## config.mk

```make
export PLATFORM = sky130hd
export DESIGN_NAME = hub75_rx
export DESIGN_NICKNAME = d
export VERILOG_FILES = /design/src/rtl/hub75_rx.sv
export SDC_FILE = /design/constraint.sdc
export NUM_CORES = 2
export LEC_CHECK = 0
export ABC_CLOCK_PERIOD_IN_PS = 1600
export CAP_MARGIN = 20
export CELL_PAD_IN_SITES_DETAIL_PLACEMENT = 0
export CELL_PAD_IN_SITES_GLOBAL_PLACEMENT = 1
export CORE_ASPECT_RATIO = 1.75
export CORE_MARGIN = 4
export CORE_UTILIZATION = 42
export CTS_CLUSTER_DIAMETER = 80
export DETAILED_ROUTE_END_ITERATION = 8
export DONT_BUFFER_PORTS = 1
export PLACE_DENSITY = 0.73
export SYNTH_ARGS = -nofsm -noshare
export SYNTH_HDL_FRONTEND = slang
export SYNTH_SLANG_ARGS = --single-unit
```

## constraint.sdc

```tcl
create_clock -name clk_in -period 1.6 [get_ports clk_in]
set_input_delay 0.32 -clock clk_in [delete_from_list [all_inputs] [get_ports clk_in]]
set_output_delay 0.32 -clock clk_in [all_outputs]
set_load 0.01 [all_outputs]
```

## src/rtl/hub75_rx.sv

```systemverilog
// hub75_rx: panel-side HUB75 decoder running in the sysclk domain.
// Registers the HUB75 pins once, edge-detects shift clock and latch, shifts
// rgb0/rgb1 into per-half row shift registers and, on each latch, presents
// the row pair with address, column count, length errors and OE on-time
// through a valid/ready handshake.
// Ports:
//   clk_in, rst_in              system clock, synchronous active-high reset
//   hub75_clk/latch/OE/addr     HUB75 control inputs (OE active-low)
//   hub75_rgb0/rgb1             upper/lower half pixel {r,g,b}
//   row_data0/row_data1         captured rows, column c at [3c+:3]
//   row_addr                    address sampled at latch
//   row_valid/row_ready         output handshake
//   col_count                   shift clocks seen before latch (saturating)
//   short_err/long_err          length errors of the row on the output
//   oe_cycles                   OE-low cycles between previous and this latch
//   drop_cnt                    rows discarded under backpressure (saturating)
module hub75_rx #(
  parameter int  NUM_COLS  = 64,
  parameter int  SCAN_RATE = 32,
  parameter int  OE_CNT_W  = 16,
  localparam int AW = (SCAN_RATE > 1) ? $clog2(SCAN_RATE) : 1,
  localparam int CW = $clog2(NUM_COLS) + 1,
  localparam int DW = NUM_COLS * 3
) (
  input  logic                clk_in,
  input  logic                rst_in,
  input  logic                hub75_clk,
  input  logic                hub75_latch,
  input  logic                hub75_OE,
  input  logic [AW-1:0]       hub75_addr,
  input  logic [2:0]          hub75_rgb0,
  input  logic [2:0]          hub75_rgb1,
  output logic [DW-1:0]       row_data0,
  output logic [DW-1:0]       row_data1,
  output logic [AW-1:0]       row_addr,
  output logic                row_valid,
  input  logic                row_ready,
  output logic [CW-1:0]       col_count,
  output logic                short_err,
  output logic                long_err,
  output logic [OE_CNT_W-1:0] oe_cycles,
  output logic [7:0]          drop_cnt
);

  // input stage
  logic          q1_clk_q, q1_latch_q, q1_oe_q, q2_clk_q, q2_latch_q;
  logic [AW-1:0] q1_addr_q;
  logic [2:0]    q1_rgb0_q, q1_rgb1_q;

  // row accumulation
  logic [DW-1:0]       sh0_q, sh1_q;
  logic [CW-1:0]       cnt_q, cnt_d;
  logic                long_q, long_d;
  logic [OE_CNT_W-1:0] oe_q, oe_d;

  // latch snapshot, consumed one cycle after latch_rise
  logic                cap_q;
  logic [AW-1:0]       cap_addr_q;
  logic [CW-1:0]       cap_cnt_q;
  logic                cap_long_q;
  logic [OE_CNT_W-1:0] cap_oe_q;

  // output registers
  logic [DW-1:0]       data0_q, data1_q;
  logic [AW-1:0]       addr_q;
  logic                valid_q, short_q, olong_q;
  logic [CW-1:0]       ocnt_q;
  logic [OE_CNT_W-1:0] ooe_q;
  logic [7:0]          drop_q;

  logic clk_rise, latch_rise;
  assign clk_rise   = q1_clk_q & ~q2_clk_q;
  assign latch_rise = q1_latch_q & ~q2_latch_q;

  // Next-state counters include the current cycle, so a clk_rise or OE-low
  // cycle coinciding with latch_rise is part of the captured row.
  always_comb begin
    cnt_d  = cnt_q;
    long_d = long_q;
    oe_d   = oe_q;
    if (clk_rise) begin
      if (cnt_q == CW'(NUM_COLS)) long_d = 1'b1;
      else                        cnt_d  = cnt_q + 1'b1;
    end
    if (!q1_oe_q && (oe_q != {OE_CNT_W{1'b1}})) oe_d = oe_q + 1'b1;
  end

  always_ff @(posedge clk_in) begin
    if (rst_in) begin
      q1_clk_q   <= 1'b0;
      q1_latch_q <= 1'b0;
      q1_oe_q    <= 1'b0;
      q2_clk_q   <= 1'b0;
      q2_latch_q <= 1'b0;
      q1_addr_q  <= '0;
      q1_rgb0_q  <= '0;
      q1_rgb1_q  <= '0;
      sh0_q      <= '0;
      sh1_q      <= '0;
      cnt_q      <= '0;
      long_q     <= 1'b0;
      oe_q       <= '0;
      cap_q      <= 1'b0;
      cap_addr_q <= '0;
      cap_cnt_q  <= '0;
      cap_long_q <= 1'b0;
      cap_oe_q   <= '0;
      data0_q    <= '0;
      data1_q    <= '0;
      addr_q     <= '0;
      valid_q    <= 1'b0;
      short_q    <= 1'b0;
      olong_q    <= 1'b0;
      ocnt_q     <= '0;
      ooe_q      <= '0;
      drop_q     <= '0;
    end else begin
      q1_clk_q   <= hub75_clk;
      q1_latch_q <= hub75_latch;
      q1_oe_q    <= hub75_OE;
      q1_addr_q  <= hub75_addr;
      q1_rgb0_q  <= hub75_rgb0;
      q1_rgb1_q  <= hub75_rgb1;
      q2_clk_q   <= q1_clk_q;
      q2_latch_q <= q1_latch_q;

      // first-shifted pixel ends up in the highest column
      if (clk_rise) begin
        sh0_q <= {sh0_q[DW-4:0], q1_rgb0_q};
        sh1_q <= {sh1_q[DW-4:0], q1_rgb1_q};
      end

      cap_q <= latch_rise;
      if (latch_rise) begin
        cap_addr_q <= q1_addr_q;
        cap_cnt_q  <= cnt_d;
        cap_long_q <= long_d;
        cap_oe_q   <= oe_d;
        cnt_q      <= '0;
        long_q     <= 1'b0;
        oe_q       <= '0;
      end else begin
        cnt_q  <= cnt_d;
        long_q <= long_d;
        oe_q   <= oe_d;
      end

      // Shift registers are read here, one cycle after latch_rise, so a
      // pixel shifted on the latch cycle is already in place.
      if (cap_q) begin
        if (!valid_q || row_ready) begin
          data0_q <= sh0_q;
          data1_q <= sh1_q;
          addr_q  <= cap_addr_q;
          ocnt_q  <= cap_cnt_q;
          short_q <= (cap_cnt_q < CW'(NUM_COLS));
          olong_q <= cap_long_q;
          ooe_q   <= cap_oe_q;
          valid_q <= 1'b1;
        end else if (drop_q != 8'hFF) begin
          drop_q <= drop_q + 1'b1;
        end
      end else if (valid_q && row_ready) begin
        valid_q <= 1'b0;
      end
    end
  end

  assign row_data0 = data0_q;
  assign row_data1 = data1_q;
  assign row_addr  = addr_q;
  assign row_valid = valid_q;
  assign col_count = ocnt_q;
  assign short_err = short_q;
  assign long_err  = olong_q;
  assign oe_cycles = ooe_q;
  assign drop_cnt  = drop_q;

endmodule

```

==> run metrics <==
grt met2 use 32.7%; WL per Instance 17.1 µm; initial antenna violation count 0; overall via count from detail_route 24100; synth unique cells 54; Final min period 3870 ps; ANT cells 0; placed insts 4549; CP Launch Type primary input; Synth Instances 3797; HPWL after detailed placement 52.0 mm; routed vias/inst 5.09; Seq/Total Area, Yosys 58.2%; max cap viols 0; Die X 211 µm; Critical R2R Launch oe_q[0]; CP arrival 4430 ps; Starting Density 42.5%; slowest stage cell, crit path nor2b_1; Detailed Route WL 80.9 mm; FF-to-FF End oe_q[13]; GRT met1 Usage 24.5%; asr flop ratio synth 0%; setup TNS -647980 ps; largest net degree at the start of global routing 827; Iter 0 DRT Violations 1563; Core ar. 71000 µm²; port buffer count 0; GP Congestion 0.774; worst slew pin tran 5190 ps; Netlist Area Pre-Place 30200 µm²; status complete, but fails checks; total track usage 20.2%; critical path type in -> reg; tightest hold margin -118 ps; Area Overhead vs Synth 15.6%; Worst Path Buf+Inv 1; CP endpoint kind register; Die ar. 76300 µm²; nets 3775; Worst path depth 2; Yosys reg bits 877; relative slew slack -246%; cell chain of the critical path nor2b_1 -> dlygate4sd3_1; grt peak-use layer met2; Min-Delay Endpoint oe_cycles[3]; Power per Cell Area 1210 nW/µm²; Avg Synthesized Cell Area 7.94 µm²; Root Buffer clkbuf_16; CTS Buf Count 82; H-tree depth 3; Leak 11.4 nW; Crit Path Max Fanout 826; worst hold path cell count 1; Clock Sinks 877; # IOs 440; top_reg_cell synth dfxtp_1; Clock Path Buffers 3; TritonRoute pass-1 iters 7; DRC 0; R2R Setup Slk -50 ps; failing checks negative hold slack, max-slew violations, negative setup slack; clock latency on the worst-skew pair 640 ps; first-pass GRT wire length 128 mm; Worst Skew 23.0 ps; vias in the first global route 22800; hold crit path type in -> reg; clk slew on worst S/H paths 60 ps; Max stage delay on crit path 1070 ps; CTS tree built; RSZ-0062 raised after global routing true; Non-Filler Instances 4733; YS warnings 0; largest delay contributor family on the critical path simple AND/OR/NAND/NOR gates; Post-synth EDFFs 0; total gr overflow 0; Slew Limit Fails 642; hold buffer count at CTS 30; WP data required 2160 ps; commonest non-fill, non-tap cell in the layout nand2_1; Hold Vio Cnt, Final 73; DRT antenna net count 0; FMAX 258 MHz; Tcrit/Tclk final 242%; share of cells above drive strength 1 7.91%; Setup WS post-layout -2270 ps; commonest non-fill, non-tap cells in the layout nand2_1 (1631), dfxtp_1 (865), a21oi_1 (812), clkbuf_16 (84), buf_4 (75); VDD IR max 0.000921 V; Place WS -105 ps; R2R cell count 5; number of fill cells 7132; met3 usage 9.19%; syn_nets 3818; die height 363 µm; row count 129; hold path start rst_in; # setup viols final 600
sequential cells by signal (all words and copies together), names as in the netlist, 3 cells and up:
name / cells
cap_addr_q: 5
cap_cnt_q: 7
cap_oe_q: 16
cnt_q: 7
col_count: 7
drop_cnt: 8
oe_cycles: 16
oe_q: 16
q1_addr_q: 5
q1_rgb0_q: 3
q1_rgb1_q: 3
row_addr: 5
row_data0: 192
row_data1: 192
sh0_q: 192
sh1_q: 192
cells in the mapped netlist, types with 2 or more instances:
cell type     n  area [µm²]
nor2_1       26        97.6
and3_1        4        25.0
xor2_1       13         114
nand4b_1      2        17.5
and4b_1       2        20.0
a221o_1       2        20.0
clkbuf_1    237         890
a22o_1        5        43.8
o21ai_0      26         130
nand2_1    1633        6130
nand3_1      10        50.1
and2_1        5        31.3
buf_1         6        22.5
a21oi_1     814        4070
nand4_2       2        25.0
o211ai_1      4        30.0
or3_1         8        50.1
dfxtp_1     877       17600
or4_1         3        22.5
buf_2        32         160
nand2b_1      3        18.8
a31oi_1       3        18.8
ha_1          4        50.1
nand3b_1      2        15.0
mux2i_1       3        30.0
buf_6         2        22.5
o311ai_0      3        26.3
nor3_1        3        15.0
a211oi_1      2        15.0
and4_1        2        17.5
nor2b_1      21         131
nand4_1       6        37.5
buf_4         5        37.5
o31ai_1       2        15.0
o2111ai_1     2        17.5
inv_1         5        18.8
layout make-up:
class	instances	area [µm²]	share of cell area, %
Sequential cell	877	17600	50.4
Multi-Input combinational cell	2632	11600	33.4
Clock buffer	120	2400	6.88
Timing Repair Buffer	156	1850	5.30
Tap cell	917	1150	3.29
Clock inverter	26	234	0.671
Inverter	5	18.8	0.0538
how the worst max path moves through the flow:
stage / startpoint / end / slack (ps)
after CTS: oe_q[0] / oe_q[13] / -50
after detailed placement: oe_q[1] / cap_oe_q[1] / -110
after global routing: oe_q[1] / oe_q[5] / -120
after global placement: oe_q[0] / oe_q[13] / -100
after floorplan: oe_q[0] / oe_q[13] / -130
final: rst_in / q1_rgb1_q[1] / -2270
metrics by stage:
stage | util [%] | power (W) | instance area [µm²]
floorplan | - | 0.0233 | 30200
global placement | 44.6 | 0.0235 | 31700
detailed placement | 44.6 | 0.0235 | 31700
CTS | 48.9 | 0.0429 | 34700
global route | 49.1 | 0.0437 | 34900
finish | 49.1 | 0.0422 | 34900
routing by layer:
metal	vias to the layer above	wire length [µm]
li1	12200	-
met1	11300	32800
met2	519	37700
met3	102	8500
met4	0	1840
met5	-	0
cells by family after synthesis:
kind of cell,Yosys count,share of synthesized area (%)
buffers and inverters,288,3.83
xor gates and xnor gates,14,0.407
adders and majority gates,4,0.166
AOI/OAI and AO/OA,871,14.8
and+or+nand+nor,1740,22.5
muxes,3,0.0996
DFF,877,58.2
what timing repair did:
item                       in CTS  in global routing
pin swaps                       9                 15
setup endpoints to repair      18                 76
hold endpoints to repair      816                135
cloned                          0                  0
buffers inserted                5                  3
resized for setup              19                 29
where the power goes:
group	internal [W]	switching [W]	leakage (nW)
sequential	0.0219	0.0000335	7.07
combinational	0.000397	0.000776	2.98
clock	0.0108	0.00835	1.30
(Power assumes the default switching activity.)
